File: src/rtl/despread_symbol_sync.sv
// rtl/despread_symbol_sync.sv - Barker despreader symbol-timing acquisition, lock and tracking
//
// Optional feature macro: SYNC_TRACK_EN (early/late phase tracking of slow clock drift).
//
// Ports:
//   clk                    single clock, rising edge
//   reset_n                asynchronous active-low reset
//   enable                 run control; low returns to IDLE on the next edge
//   despread_sample_i/q    signed correlator I/Q samples (DATA_W)
//   despread_sample_valid  input sample strobe
//   symbol_i/q             on-time I/Q, held between strobes
//   symbol_valid           one-cycle strobe per emitted symbol
//   locked                 high while tracking
//   symbol_phase           current on-time phase, 0..SPS-1
module despread_symbol_sync #(
    parameter int DATA_W      = 32,
    parameter int SPS         = 22,
    parameter int ACQ_SYMBOLS = 4,
    parameter int LOCK_THRESH = 20000,
    parameter int LOSS_COUNT  = 8,
    parameter int TRK_LIMIT   = 4
) (
    input  logic              clk,
    input  logic              reset_n,
    input  logic              enable,
    input  logic [DATA_W-1:0] despread_sample_i,
    input  logic [DATA_W-1:0] despread_sample_q,
    input  logic              despread_sample_valid,
    output logic [DATA_W-1:0] symbol_i,
    output logic [DATA_W-1:0] symbol_q,
    output logic              symbol_valid,
    output logic              locked,
    output logic [5:0]        symbol_phase
);

    localparam int ACQ_LEN = ACQ_SYMBOLS * SPS;
    localparam int WIN_W   = $clog2(ACQ_LEN + 1);
    localparam int MISS_W  = $clog2(LOSS_COUNT + 1);

    localparam logic [5:0]        C_SPS_M1    = 6'(SPS - 1);
    localparam logic [DATA_W:0]   C_THRESH    = (DATA_W + 1)'(LOCK_THRESH);
    localparam logic [DATA_W:0]   C_ONE_MAG   = (DATA_W + 1)'(1);
    localparam logic [WIN_W-1:0]  C_WIN_LAST  = WIN_W'(ACQ_LEN - 1);
    localparam logic [MISS_W-1:0] C_MISS_LAST = MISS_W'(LOSS_COUNT - 1);

    if (SPS < 4 || SPS > 64 || TRK_LIMIT < 1 || LOSS_COUNT < 1) begin : g_param_check
        $error("despread_symbol_sync: parameter out of range");
    end

    typedef enum logic [1:0] {
        S_IDLE    = 2'd0,
        S_ACQUIRE = 2'd1,
        S_TRACK   = 2'd2
    } state_t;

    state_t              r_state;
    state_t              w_next_state;

    logic [5:0]          r_pc;
    logic [WIN_W-1:0]    r_win_cnt;
    logic [DATA_W:0]     r_peak_mag;
    logic [5:0]          r_peak_phase;
    logic [MISS_W-1:0]   r_miss_cnt;
    logic [5:0]          r_symbol_phase;
    logic [DATA_W-1:0]   r_symbol_i;
    logic [DATA_W-1:0]   r_symbol_q;
    logic                r_symbol_valid;

    logic [DATA_W:0]     w_ext_i;
    logic [DATA_W:0]     w_ext_q;
    logic [DATA_W:0]     w_abs_i;
    logic [DATA_W:0]     w_abs_q;
    logic [DATA_W:0]     w_mag;
    logic [DATA_W:0]     w_cand_mag;
    logic [5:0]          w_cand_phase;
    logic [5:0]          w_pc_next;
    logic                w_win_last;
    logic                w_acq_hit;
    logic                w_hit;
    logic                w_on_time;
    logic                w_miss_last;

    // Sign-extend by one bit before negating so the most-negative input
    // yields exactly 2^(DATA_W-1); the sum of two such values still fits.
    assign w_ext_i = {despread_sample_i[DATA_W-1], despread_sample_i};
    assign w_ext_q = {despread_sample_q[DATA_W-1], despread_sample_q};
    assign w_abs_i = w_ext_i[DATA_W] ? (~w_ext_i + C_ONE_MAG) : w_ext_i;
    assign w_abs_q = w_ext_q[DATA_W] ? (~w_ext_q + C_ONE_MAG) : w_ext_q;
    assign w_mag   = w_abs_i + w_abs_q;

    // Strict greater-than keeps the earliest sample on a tie.
    assign w_cand_mag   = (w_mag > r_peak_mag) ? w_mag : r_peak_mag;
    assign w_cand_phase = (w_mag > r_peak_mag) ? r_pc  : r_peak_phase;

    assign w_pc_next   = (r_pc == C_SPS_M1) ? 6'd0 : r_pc + 6'd1;
    assign w_win_last  = (r_win_cnt == C_WIN_LAST);
    assign w_acq_hit   = (w_cand_mag >= C_THRESH);
    assign w_hit       = (w_mag >= C_THRESH);
    assign w_on_time   = (r_pc == r_symbol_phase);
    assign w_miss_last = !w_hit && (r_miss_cnt == C_MISS_LAST);

`ifdef SYNC_TRACK_EN
    localparam int VOTE_W = $clog2(TRK_LIMIT + 1) + 1;
    localparam logic signed [VOTE_W-1:0] C_VOTE_POS = VOTE_W'(TRK_LIMIT);
    localparam logic signed [VOTE_W-1:0] C_VOTE_NEG = -C_VOTE_POS;
    localparam logic signed [VOTE_W-1:0] C_VOTE_ONE = VOTE_W'(1);

    logic [DATA_W:0]            r_early_mag;
    logic                       r_early_vld;
    logic signed [VOTE_W-1:0]   r_vote;
    logic [5:0]                 w_phase_inc;
    logic [5:0]                 w_phase_dec;
    logic signed [VOTE_W-1:0]   w_vote_next;

    // Early sits one phase before on-time, late one phase after (mod SPS).
    assign w_phase_inc = (r_symbol_phase == C_SPS_M1) ? 6'd0 : r_symbol_phase + 6'd1;
    assign w_phase_dec = (r_symbol_phase == 6'd0) ? C_SPS_M1 : r_symbol_phase - 6'd1;

    always_comb begin
        w_vote_next = r_vote;
        if (w_mag > r_early_mag) begin
            w_vote_next = r_vote + C_VOTE_ONE;
        end else if (w_mag < r_early_mag) begin
            w_vote_next = r_vote - C_VOTE_ONE;
        end
    end
`endif

    // State register
    always_ff @(posedge clk or negedge reset_n) begin
        if (!reset_n) begin
            r_state <= S_IDLE;
        end else begin
            r_state <= w_next_state;
        end
    end

    // Next-state logic
    always_comb begin
        w_next_state = r_state;
        if (!enable) begin
            w_next_state = S_IDLE;
        end else begin
            case (r_state)
                S_IDLE:    w_next_state = S_ACQUIRE;
                S_ACQUIRE: if (despread_sample_valid && w_win_last && w_acq_hit)
                               w_next_state = S_TRACK;
                S_TRACK:   if (despread_sample_valid && w_on_time && w_miss_last)
                               w_next_state = S_ACQUIRE;
                default:   w_next_state = S_IDLE;
            endcase
        end
    end

    // Output logic
    always_comb begin
        locked = (r_state == S_TRACK);
    end

    // Counters, peak search, symbol capture and optional phase tracking
    always_ff @(posedge clk or negedge reset_n) begin
        if (!reset_n) begin
            r_pc           <= 6'd0;
            r_win_cnt      <= '0;
            r_peak_mag     <= '0;
            r_peak_phase   <= 6'd0;
            r_miss_cnt     <= '0;
            r_symbol_phase <= 6'd0;
            r_symbol_i     <= '0;
            r_symbol_q     <= '0;
            r_symbol_valid <= 1'b0;
`ifdef SYNC_TRACK_EN
            r_early_mag    <= '0;
            r_early_vld    <= 1'b0;
            r_vote         <= '0;
`endif
        end else begin
            r_symbol_valid <= 1'b0;
            if (!enable || r_state == S_IDLE) begin
                r_pc         <= 6'd0;
                r_win_cnt    <= '0;
                r_peak_mag   <= '0;
                r_peak_phase <= 6'd0;
                r_miss_cnt   <= '0;
`ifdef SYNC_TRACK_EN
                r_early_vld  <= 1'b0;
                r_vote       <= '0;
`endif
            end else if (despread_sample_valid) begin
                r_pc <= w_pc_next;
                if (r_state == S_ACQUIRE) begin
                    if (w_win_last) begin
                        // Window closes: either lock or start a fresh window
                        // with the next sample while pc keeps running.
                        r_win_cnt    <= '0;
                        r_peak_mag   <= '0;
                        r_peak_phase <= 6'd0;
                        r_miss_cnt   <= '0;
                        if (w_acq_hit) begin
                            r_symbol_phase <= w_cand_phase;
                        end
                    end else begin
                        r_win_cnt    <= r_win_cnt + WIN_W'(1);
                        r_peak_mag   <= w_cand_mag;
                        r_peak_phase <= w_cand_phase;
                    end
                end else if (r_state == S_TRACK) begin
                    if (w_on_time) begin
                        r_symbol_i     <= despread_sample_i;
                        r_symbol_q     <= despread_sample_q;
                        r_symbol_valid <= 1'b1;
                        if (w_hit) begin
                            r_miss_cnt <= '0;
                        end else if (w_miss_last) begin
                            r_miss_cnt  <= '0;
`ifdef SYNC_TRACK_EN
                            r_early_vld <= 1'b0;
                            r_vote      <= '0;
`endif
                        end else begin
                            r_miss_cnt <= r_miss_cnt + MISS_W'(1);
                        end
                    end
`ifdef SYNC_TRACK_EN
                    if (r_pc == w_phase_dec) begin
                        r_early_mag <= w_mag;
                        r_early_vld <= 1'b1;
                    end
                    // Vote only against an early sample taken for the current
                    // phase; a stale one after lock or adjust would bias it.
                    if (r_pc == w_phase_inc && r_early_vld) begin
                        r_early_vld <= 1'b0;
                        if (w_vote_next == C_VOTE_POS) begin
                            r_symbol_phase <= w_phase_inc;
                            r_vote         <= '0;
                        end else if (w_vote_next == C_VOTE_NEG) begin
                            r_symbol_phase <= w_phase_dec;
                            r_vote         <= '0;
                        end else begin
                            r_vote <= w_vote_next;
                        end
                    end
`endif
                end
            end
        end
    end

    assign symbol_i     = r_symbol_i;
    assign symbol_q     = r_symbol_q;
    assign symbol_valid = r_symbol_valid;
    assign symbol_phase = r_symbol_phase;

endmodule

File: config.mk
export PLATFORM = sky130hd
export DESIGN_NAME = despread_symbol_sync
export DESIGN_NICKNAME = d
export VERILOG_FILES = /design/src/rtl/despread_symbol_sync.sv
export SDC_FILE = /design/constraint.sdc
export NUM_CORES = 1
export LEC_CHECK = 0
export ABC_CLOCK_PERIOD_IN_PS = 3300
export CAP_MARGIN = 20
export CORE_AREA = 3 3 141 143
export DETAILED_ROUTE_END_ITERATION = 10
export DIE_AREA = 0 0 144 146
export GPL_TIMING_DRIVEN = 0
export PLACE_DENSITY = 0.78
export SYNTH_ARGS = -nofsm -noshare
export SYNTH_HDL_FRONTEND = slang
export SYNTH_SLANG_ARGS = --single-unit
export TNS_END_PERCENT = 100
File: constraint.sdc
create_clock -name clk -period 3.3 [get_ports clk]
set_input_delay 0.33 -clock clk [delete_from_list [all_inputs] [get_ports clk]]
set_output_delay 0.33 -clock clk [all_outputs]
set_load 0.05 [all_outputs]
Word level (Yosys, flattened, before mapping)
Cells that the tools add are included.
{"block": "totals", "wordCells": 86, "input_bits": 68, "register_bits": 129, "out_inout_bits": 72}
{"block": "op_classes", "bitwise_logic": 4, "n_mux": 36, "n_reduce_logical": 18, "n_eq_ne": 9, "order_cmp": 3, "n_addsub": 6}
{"op": "$mux 33", "count": 7}
{"op": "$add 33x1->33 const B", "count": 2}
{"op": "$ge 33x15->1 const B", "count": 2}
{"op": "$not 33->33", "count": 2}
{"op": "$mux 6", "count": 8}
{"op": "$add 33x33->33", "count": 1}
{"op": "$gt 33x33->1", "count": 1}
{"op": "$mux 4", "count": 8}
{"op": "$mux 7", "count": 4}
{"op": "$reduce_and 5->1", "count": 2}
{"op": "$add 7x1->7 const B", "count": 1}
{"op": "$eq 7x7->1 const B", "count": 1}
{"op": "$add 6x1->6 const B", "count": 1}
{"op": "$eq 6x5->1 const B", "count": 1}
{"op": "$eq 6x6->1", "count": 1}
{"op": "$mux 2", "count": 3}
{"op": "$ne 3x3->1 const B", "count": 2}
{"op": "$pmux 2 s3", "count": 1}
{"op": "$reduce_bool 3->1", "count": 2}
{"op": "$logic_and 1x1->1", "count": 5}
{"op": "$mux 1", "count": 5}
{"op": "$add 4x1->4 const B", "count": 1}
{"op": "$eq 4x3->1 const B", "count": 1}
{"op": "$reduce_and 2->1", "count": 2}
{"op": "9 further kinds", "count": 12}

Depth between registers and ports, before layout
Gate-level depths: netlist (run 1).
{"block": "depth", "word_depth": 14, "ltp_mapped": 31, "depth_no_buf": 27}

Least setup slack after synthesis (run 1)
Ideal clock, no wire load.
{"block": "synth_path", "path_type": "input to register", "from": "input despread_sample_q[11]", "to": "register r_symbol_phase[0], in the netlist symbol_phase[0]", "stages": 24, "t_required_ns": 3.175, "n_path_buf": 2, "arrival_ns": 6.784, "setup_ns": 0.125, "slack_ns": -3.609, "path_cell_list": "or4_1 -> or3_1 -> or4_1 -> or2_2 -> or3_1 -> o21ai_0 -> xnor2_1 -> ha_1 -> clkbuf_1 -> a21oi_1 -> o22ai_1 -> o41a_1 -> o21ai_0 -> a21oi_1 -> a211oi_1 -> ha_1 -> and4_1 -> a221o_1 -> a21oi_1 -> or2_2 -> clkbuf_1 -> o31ai_1 -> a31oi_1 -> mux2_2"}
{"block": "synth_via", "elab_chain_cells": 8}
{"item": "from (decl)", "line": "27", "text": "input logic [DATA_W-1:0] despread_sample_q,"}
{"item": "$not 33->33", "line": "88", "text": "assign w_abs_q = w_ext_q[DATA_W] ? (~w_ext_q + C_ONE_MAG) : w_ext_q;"}
{"item": "$add 33x1->33", "line": "88"}
{"item": "$mux 33 (*)", "line": "88"}
{"item": "$add 33x33->33 (*)", "line": "89", "text": "assign w_mag = w_abs_i + w_abs_q;"}
{"item": "$gt 33x33->1", "line": "92, 93"}
{"item": "$mux 33", "line": "92", "text": "assign w_cand_mag = (w_mag > r_peak_mag) ? w_mag : r_peak_mag;"}
{"item": "$ge 33x15->1", "line": "97", "text": "assign w_acq_hit = (w_cand_mag >= C_THRESH);"}
{"item": "$reduce_and 5->1 (no source line)"}
{"item": "to (signal assigned)", "line": "200", "text": "r_symbol_phase <= w_cand_phase;"}
{"item": "to (decl)", "line": "64", "text": "logic [5:0] r_symbol_phase;"}
Mark *: on every way between the ends. The rest lies on a longest branch, timed or not.
A chain may end at the register's enable or synchronous reset.

Final worst setup path (run 1)
{"block": "layout_path", "from": "input despread_sample_q[9]", "to": "register r_symbol_phase[4], in the netlist symbol_phase[4]"}
Same word-level chain as after synthesis.

==> results.ini, run 1 <==
[outcome]
status=finished, violations left
violations=setup timing

[die]
initial_utilization_pct=49.70
rows=50
core_area_sq_um=18710
die_area_sq_um=21020
die_w_microns=144
ioPinCount=140
chipHeight_microns=146

[cells_and_area]
fillCellCount=1319
diodes=0
drive_gt1_share_pct=24.61
nets=1330
layout_common_cells=dfrtp_1 (129), clkdlybuf4s50_1 (119), nand2_1 (80), mux2_2 (69), xnor2_1 (65)
final_common_cell=dfrtp_1
multi_input_area_sq_um=6371
stdcell_area_sq_um=12840
fin_util_pct=68.67
seqCellArea_sq_um=3228
syn2layout_area_growth_pct=38.17

[critical_path]
cp-end-kind=flip-flop
cp.arrival_ns=6.55
worst_path_largest_cell_delay_ns=0.53
start_kind=primary input
crit_type=in2reg
required_ns=3.61
slowest_stage=or4_4
path_max_fanout=7

[detailed_routing]
dr.pass1.iters=5
drt_iter0_markers=421
ant_nets=0
wl_per_cell_microns=19.16
vias=8655
routed_via_density=6.023
drcViolationCount=0
drt-total-wl_microns=27540

[place]
gp_congestion=0.8956
preCtsSetupSlack_ns=-4.493
dpl_cell_area_sq_um=11240
numPortBuffers=138
dp_hpwl_microns=19240

[clock_tree]
clock_latency_ns=0.43
clock_sinks=129
cts_inserted_buffers=17
cts_root_buf=clkbuf_16
htreeDepth=4
clk_pin_slew_ns=0.06
tritoncts=yes
clockBufferDepth=2

[timing]
finalClockSkew_ns=0.01088
fin_crit_ns=6.236
holdWs_ns=0.1710
worst_slack_ns=-2.936
rsz0062_at_grt=true
slew_viol_final=0
finalCritPeriodShare_pct=189.0
max_freq_ghz=0.1603
slew-limit-headroom_pct=48.54
setup-violations-final=51
finalHoldViolCount=0
tightest_slew_ns=0.7649

[global_routing]
grt_pass1_wl_microns=43460
grt.overflow.total=0
grt_max_degree=75
grt_usage_pct=25.49
antenna_found_initial=0
grt_pass1_vias=8770

[yosys]
synth_seq_area_share_pct=34.72
syn_nets=1132
synth-edff-count=0
synthArstFlopShare_pct=100.0
synthFlopType=dfrtp_1
yosysWarnings=0
syn_avg_cell_area_sq_um=9.371
synthDistinctLibCells=61
ys_ff_latch=129
syn_area_sq_um=9296
synth_cells=992

[min_path]
min_path_type=in2reg

[run]
maxCapViolations=0

[power_and_ir_drop]
p_per_area_nw_per_um2=531.2
p_leak_nw=5.591
irDropWorstVdd_mv=0.4663

power breakdown:
group	internal [mW]	switching (mW)
logic	1.31	1.66
clock network	1.31	0.767
registers	1.70	0.0801
total	4.32	2.50
cells by family (layout without fill, tap and decap cells):
kind of cell / count (synthesis) / count (layout) / share of synthesized area [%]
multiplexers: 76 / 76 / 9.192
XOR/XNOR: 87 / 87 / 8.196
buffers and inverters: 90 / 301 / 3.688
flip-flops: 129 / 129 / 34.72
AO/OA/AOI/OAI: 273 / 273 / 20.20
adder cells (fa/ha/maj): 72 / 72 / 9.771
AND/OR/NAND/NOR: 265 / 265 / 14.23
sequential cells by signal (all words and copies together), names as in the netlist:
name          cells
r_peak_mag       33
r_miss_cnt        4
symbol_i         32
r_state           2
symbol_q         32
symbol_phase      6
r_peak_phase      6
r_win_cnt         7
symbol_valid      1
r_pc              6
cell usage after synthesis, types with 3 or more instances:
cell      count  area [sq um]
a22o_1       37         324.1
nor3_1       16         80.08
o21ai_0      67         335.3
o31ai_1      23         172.7
a211oi_1      9         67.56
nand2_1      88         330.3
mux2_2       75         844.6
dfrtp_1     129          3228
or4_1        11         82.58
and2_1        4         25.02
a221o_1       5         50.05
and4_1        3         26.28
clkbuf_1     39         146.4
o21bai_1      6         45.04
xor2_1       14         122.6
nand3_1      23         115.1
o211ai_1      7         52.55
or2_2         7         43.79
o21a_1        6         45.04
a31o_2        3         26.28
nand2b_1      9         56.30
inv_1        48         180.2
a21oi_1      55         275.3
ha_1         71         888.4
or3_1         8         50.05
nand4_1      15         93.84
xnor2_1      73         639.4
and3_1        8         50.05
o41ai_1      14         122.6
nor2_1       42         157.7
nor2b_1       7         43.79
a21o_1       17         127.6
a211o_1       4         35.03
nor4_1       17         106.4
repair_timing:
item,4_1_cts,5_1_grt
setup endpoints to repair,100,100
hold endpoints to repair,55,0
pin swaps,52,40
cloned,5,0
hold buffers,1,0
gates resized for setup,114,67
buffers inserted,36,11
worst paths after layout:
kind | startpoint | endpoint | slack (ns) | cells past startpoint
setup / recovery | despread_sample_q[9] | symbol_phase[4]$_DFFE_PN0P_ | -2.94 | 26
hold / removal | despread_sample_q[11] | symbol_q[11]$_DFFE_PN0P_ | 0.17 | 2
setup reg to reg | r_peak_mag[24]$_DFFE_PN0P_ | symbol_phase[4]$_DFFE_PN0P_ | 0.12 | 14
hold reg to reg | r_win_cnt[6]$_DFFE_PN0P_ | r_win_cnt[6]$_DFFE_PN0P_ | 0.48 | 1
max in group asynchronous | reset_n | symbol_i[23]$_DFFE_PN0P_ | 2.08 | 3
min in group asynchronous | reset_n | symbol_phase[2]$_DFFE_PN0P_ | 0.45 | 2
final cells by class:
type	instances	share of cell area (%)
Multi-Input combinational cell	773	49.60
Sequential cell	129	25.13
Timing Repair Buffer	190	14.77
Clock buffer	21	3.585
Tap cell	234	2.279
Buffer	31	1.802
Inverter	48	1.442
Clock inverter	11	1.393
per-layer routing:
metal	wire length (microns)	global-route usage (%)	vias to the layer above
met4	741	9.934	0
li1	-	-	4073
met2	13290	41.60	311
met1	11580	31.71	4212
met5	0	0	-
met3	1932	7.295	59
worst max-delay path, delay by kind of cell:
family	cells	cell delay [ns]
AOI/OAI and AO/OA	9	1.88
xor gates and xnor gates	1	0.14
adders and majority gates	2	0.51
buffers and inverters	3	0.43
muxes	1	0.29
and+or+nand+nor	10	2.98
stage by stage:
| stage | TNS, ns | power [mW] | std cells |
|---|---|---|---|
| after CTS | -138.11 | 6.653 | 1431 |
| final | -139.68 | 6.823 | 1437 |
| after global placement | -649.51 | 4.174 | 1364 |
| after floorplan | -137.51 | 3.572 | 992 |
| after global routing | -151.41 | 7.195 | 1437 |
| after detailed placement | -230.04 | 4.252 | 1365 |
(Power assumes the default switching activity.)
==> run 2, diff against run 1 <==
- CAP_MARGIN: 20 -> 25
==> results of run 2 <==
Final layout, timing and power as in run 1 (identical DEF).
==> run 3, diff against run 2 <==
- CORE_AREA: 3 3 141 143 -> 2 2 140 142
- DIE_AREA: 0 0 144 146 -> 0 0 142 144
==> run 3 against run 2 <==
Effect of this change:
- via count increased by 2.2%
- worst hold slack got worse by 0.022 ns
- the flow still finishes with violations (setup timing)
- count of clock-buffer cells in the layout decreased by 2
- total power decreased by 1.6%
- core utilization decreased by 1.2 points
- final area increased by 0.17%
- global-route usage increased by 1.5 points
- sequential share of layout area about the same
- combinational power increased by 4%
- first-iteration DRC count increased by 37%
- wire length increased by 1.4%
- non-clock buffer count increased by 7
- critical endpoint is now symbol_phase[2]$_DFFE_PN0P_
==> results.ini, run 3 (synthesized netlist as in run 1, its figures left out) <==
[outcome]
status=finished, violations left  ; unchanged
violations=setup timing  ; unchanged

[global_routing]
grt_max_degree=81  ; was 75
grt.overflow.total=0  ; unchanged
antenna_found_initial=0  ; unchanged
grt_pass1_vias=8860  ; was 8770
grt_usage_pct=26.95  ; was 25.49%
grt_pass1_wl_microns=44060  ; was 43460 microns

[critical_path]
worst_path_largest_cell_delay_ns=0.53  ; about the same
crit_type=in2reg  ; unchanged
required_ns=3.61  ; about the same
worstReg2RegEnd=symbol_phase[2]$_DFFE_PN0P_  ; was symbol_phase[4]$_DFFE_PN0P_
slowest_stage=or4_4  ; unchanged
start_kind=primary input  ; unchanged
rr_worst_depth=13  ; was 14
cp.arrival_ns=6.57  ; was 6.55 ns
r2r_slack_ns=0.15  ; was 0.12 ns
cp-end-kind=flip-flop  ; unchanged
path_max_fanout=7  ; unchanged
r2r_start=r_peak_mag[20]$_DFFE_PN0P_  ; was r_peak_mag[24]$_DFFE_PN0P_

[clock_tree]
clock_latency_ns=0.43  ; about the same
htreeDepth=4  ; unchanged
cts_root_buf=clkbuf_16  ; unchanged
tritoncts=yes  ; unchanged
cts_inserted_buffers=17  ; unchanged
clockBufferDepth=2  ; unchanged
clk_pin_slew_ns=0.06  ; about the same
clock_sinks=129  ; unchanged

[cells_and_area]
fillCellCount=1356  ; was 1319
drive_gt1_share_pct=26.20  ; was 24.61%
diodes=0  ; unchanged
nets=1337  ; was 1330
largest_register_ffs=33  ; unchanged
largest_register=r_peak_mag  ; unchanged
syn2layout_area_growth_pct=38.40  ; was 38.17%
final_common_cell=dfrtp_1  ; unchanged
layout_common_cells=dfrtp_1 (129), clkdlybuf4s50_1 (117), nand2_1 (79), mux2_2 (69), xnor2_1 (68)  ; was dfrtp_1 (129), clkdlybuf4s50_1 (119), nand2_1 (80), mux2_2 (69), xnor2_1 (65)

[timing]
holdWs_ns=0.1493  ; was 0.1710 ns
rsz0062_at_grt=true  ; unchanged
finalClockSkew_ns=0.01037  ; was 0.01088 ns
slew_viol_final=0  ; unchanged
setup-violations-final=51  ; unchanged
finalHoldViolCount=0  ; unchanged
worst_slack_ns=-2.957  ; was -2.936 ns
finalCritPeriodShare_pct=189.6  ; was 189.0%
fin_crit_ns=6.257  ; was 6.236 ns
slew-limit-headroom_pct=51.45  ; was 48.54%
max_freq_ghz=0.1598  ; was 0.1603 GHz
tightest_slew_ns=0.7216  ; was 0.7649 ns

[power_and_ir_drop]
p_switching_mw=2.596  ; was 2.503 mW
p_clk_share_pct=27.6  ; was 30.5%
p_leak_nw=5.558  ; was 5.591 nW
p_per_area_nw_per_um2=521.7  ; was 531.2 nW/um^2
irDropWorstVdd_mv=0.4411  ; was 0.4663 mV
seqPwrFrac_pct=26.4  ; was 26.0%
p_comb_share_pct=46.0  ; was 43.5%
p_sw_share_pct=38.68  ; was 36.68%
internal_power_mw=4.116  ; was 4.320 mW

[place]
dp_hpwl_microns=19070  ; was 19240 microns
numPortBuffers=138  ; unchanged
gp_congestion=0.9192  ; was 0.8956
preCtsSetupSlack_ns=-4.589  ; was -4.493 ns

[die]
initial_utilization_pct=48.72  ; was 49.70%
die_area_sq_um=20450  ; was 21020 sq um
ioPinCount=140  ; unchanged
rows=51  ; was 50
die_w_microns=142  ; was 144 microns
chipHeight_microns=144  ; was 146 microns
core_area_sq_um=19080  ; was 18710 sq um

[detailed_routing]
routed_via_density=6.108  ; was 6.023
ant_nets=0  ; unchanged
dr.pass1.iters=8  ; was 5
drt_iter0_markers=575  ; was 421
vias=8844  ; was 8655
drt-total-wl_microns=27910  ; was 27540 microns
drcViolationCount=0  ; unchanged
wl_per_cell_microns=19.28  ; was 19.16 microns

[min_path]
worstHoldStart=despread_sample_q[11]  ; unchanged
worstHoldEndpoint=symbol_q[11]$_DFFE_PN0P_  ; unchanged
holdPathStages=2  ; unchanged
min_path_type=in2reg  ; unchanged

[run]
maxCapViolations=0  ; unchanged

==> run 3: cell count changes in the layout (fill, tap and decap cells not counted), moves of 3 or more <==
cell and change:
buf_6 +4, clkbuf_8 -7, ha_1 -3, bufinv_16 -3, xnor2_2 -3, o21ai_1 +3, a21oi_2 +8, xnor2_1 +3
buf_4 +6, a21oi_1 -9, ha_2 +4
==> run 3: layout make-up <==
| class | instances | area (sq um) | share of cell area (%) |
|---|---|---|---|
| inverter | 48 | 180.2 | 1.400 |
| sequential | 129 | 3228 | 25.09 |
| buffer | 31 | 240.2 | 1.867 |
| tap | 238 | 297.8 | 2.315 |
| multi-input combinational | 773 | 6437 | 50.03 |
| clock inverter | 13 | 128.9 | 1.002 |
| timing repair buffer | 197 | 1921 | 14.93 |
| clock buffer | 19 | 432.9 | 3.365 |
==> run 3: per-stage QoR <==
stage | cells | power, mW | setup TNS, ns | utilization, % | cell area [sq um]
after floorplan | 992 | 3.572 | -137.51 | - | 9537
after global placement | 1368 | 4.176 | -667.90 | 58.78 | 11220
after detailed placement | 1369 | 4.252 | -242.96 | 58.94 | 11240
after CTS | 1439 | 6.449 | -135.79 | 65.47 | 12490
after global routing | 1448 | 7.062 | -152.12 | 67.43 | 12870
final | 1448 | 6.712 | -143.78 | 67.43 | 12870
==> run 3: power by group through the flow <==
stage,clock (mW),combinational [mW],sequential [mW]
floorplan,0,1.69,1.89
global placement,0,2.38,1.79
detailed placement,0,2.46,1.80
CTS,1.86,2.82,1.77
global route,1.93,3.35,1.79
finish,1.85,3.09,1.78
==> run 3: metal layers <==
metal / GRT usage, % / vias to the layer above / part of all wire [%]
li1: - / 4089 / -
met5: 0 / - / 0
met4: 10.74 / 0 / 3.4
met1: 32.79 / 4323 / 41
met2: 45.87 / 348 / 49
met3: 6.887 / 84 / 6.4
==> run 3: how the worst max path moves through the flow <==
| stage | slack, ns | end | cells past startpoint | start |
|---|---|---|---|---|
| floorplan | -2.97 | symbol_phase[0]$_DFFE_PN0P_ | 24 | despread_sample_q[11] |
| global placement | -4.54 | r_peak_mag[16]$_DFFE_PN0P_ | 28 | despread_sample_q[3] |
| detailed placement | -4.59 | r_peak_mag[13]$_DFFE_PN0P_ | 28 | despread_sample_q[3] |
| CTS | -2.84 | symbol_phase[2]$_DFFE_PN0P_ | 27 | despread_sample_q[9] |
| global route | -3.15 | symbol_phase[5]$_DFFE_PN0P_ | 28 | despread_sample_q[10] |
| finish | -2.96 | symbol_phase[2]$_DFFE_PN0P_ | 28 | despread_sample_q[9] |
==> run 3: timing repair <==
item | CTS | global route
pin swaps | 47 | 36
gates resized for setup | 113 | 94
gates cloned | 4 | 0
hold buffers | 1 | 0
endpoints found under the setup margin | 101 | 85
setup buffers | 40 | 13
endpoints found under the hold margin | 49 | 0
==> run 3: worst max-delay path: cells and delay by family <==
family | cells | cell delay, ns
buffers and inverters | 4 | 0.59
AOI/OAI and AO/OA | 7 | 1.24
adders and majority gates | 2 | 0.63
muxes | 1 | 0.33
and+or+nand+nor | 12 | 3.15
xor gates and xnor gates | 2 | 0.29
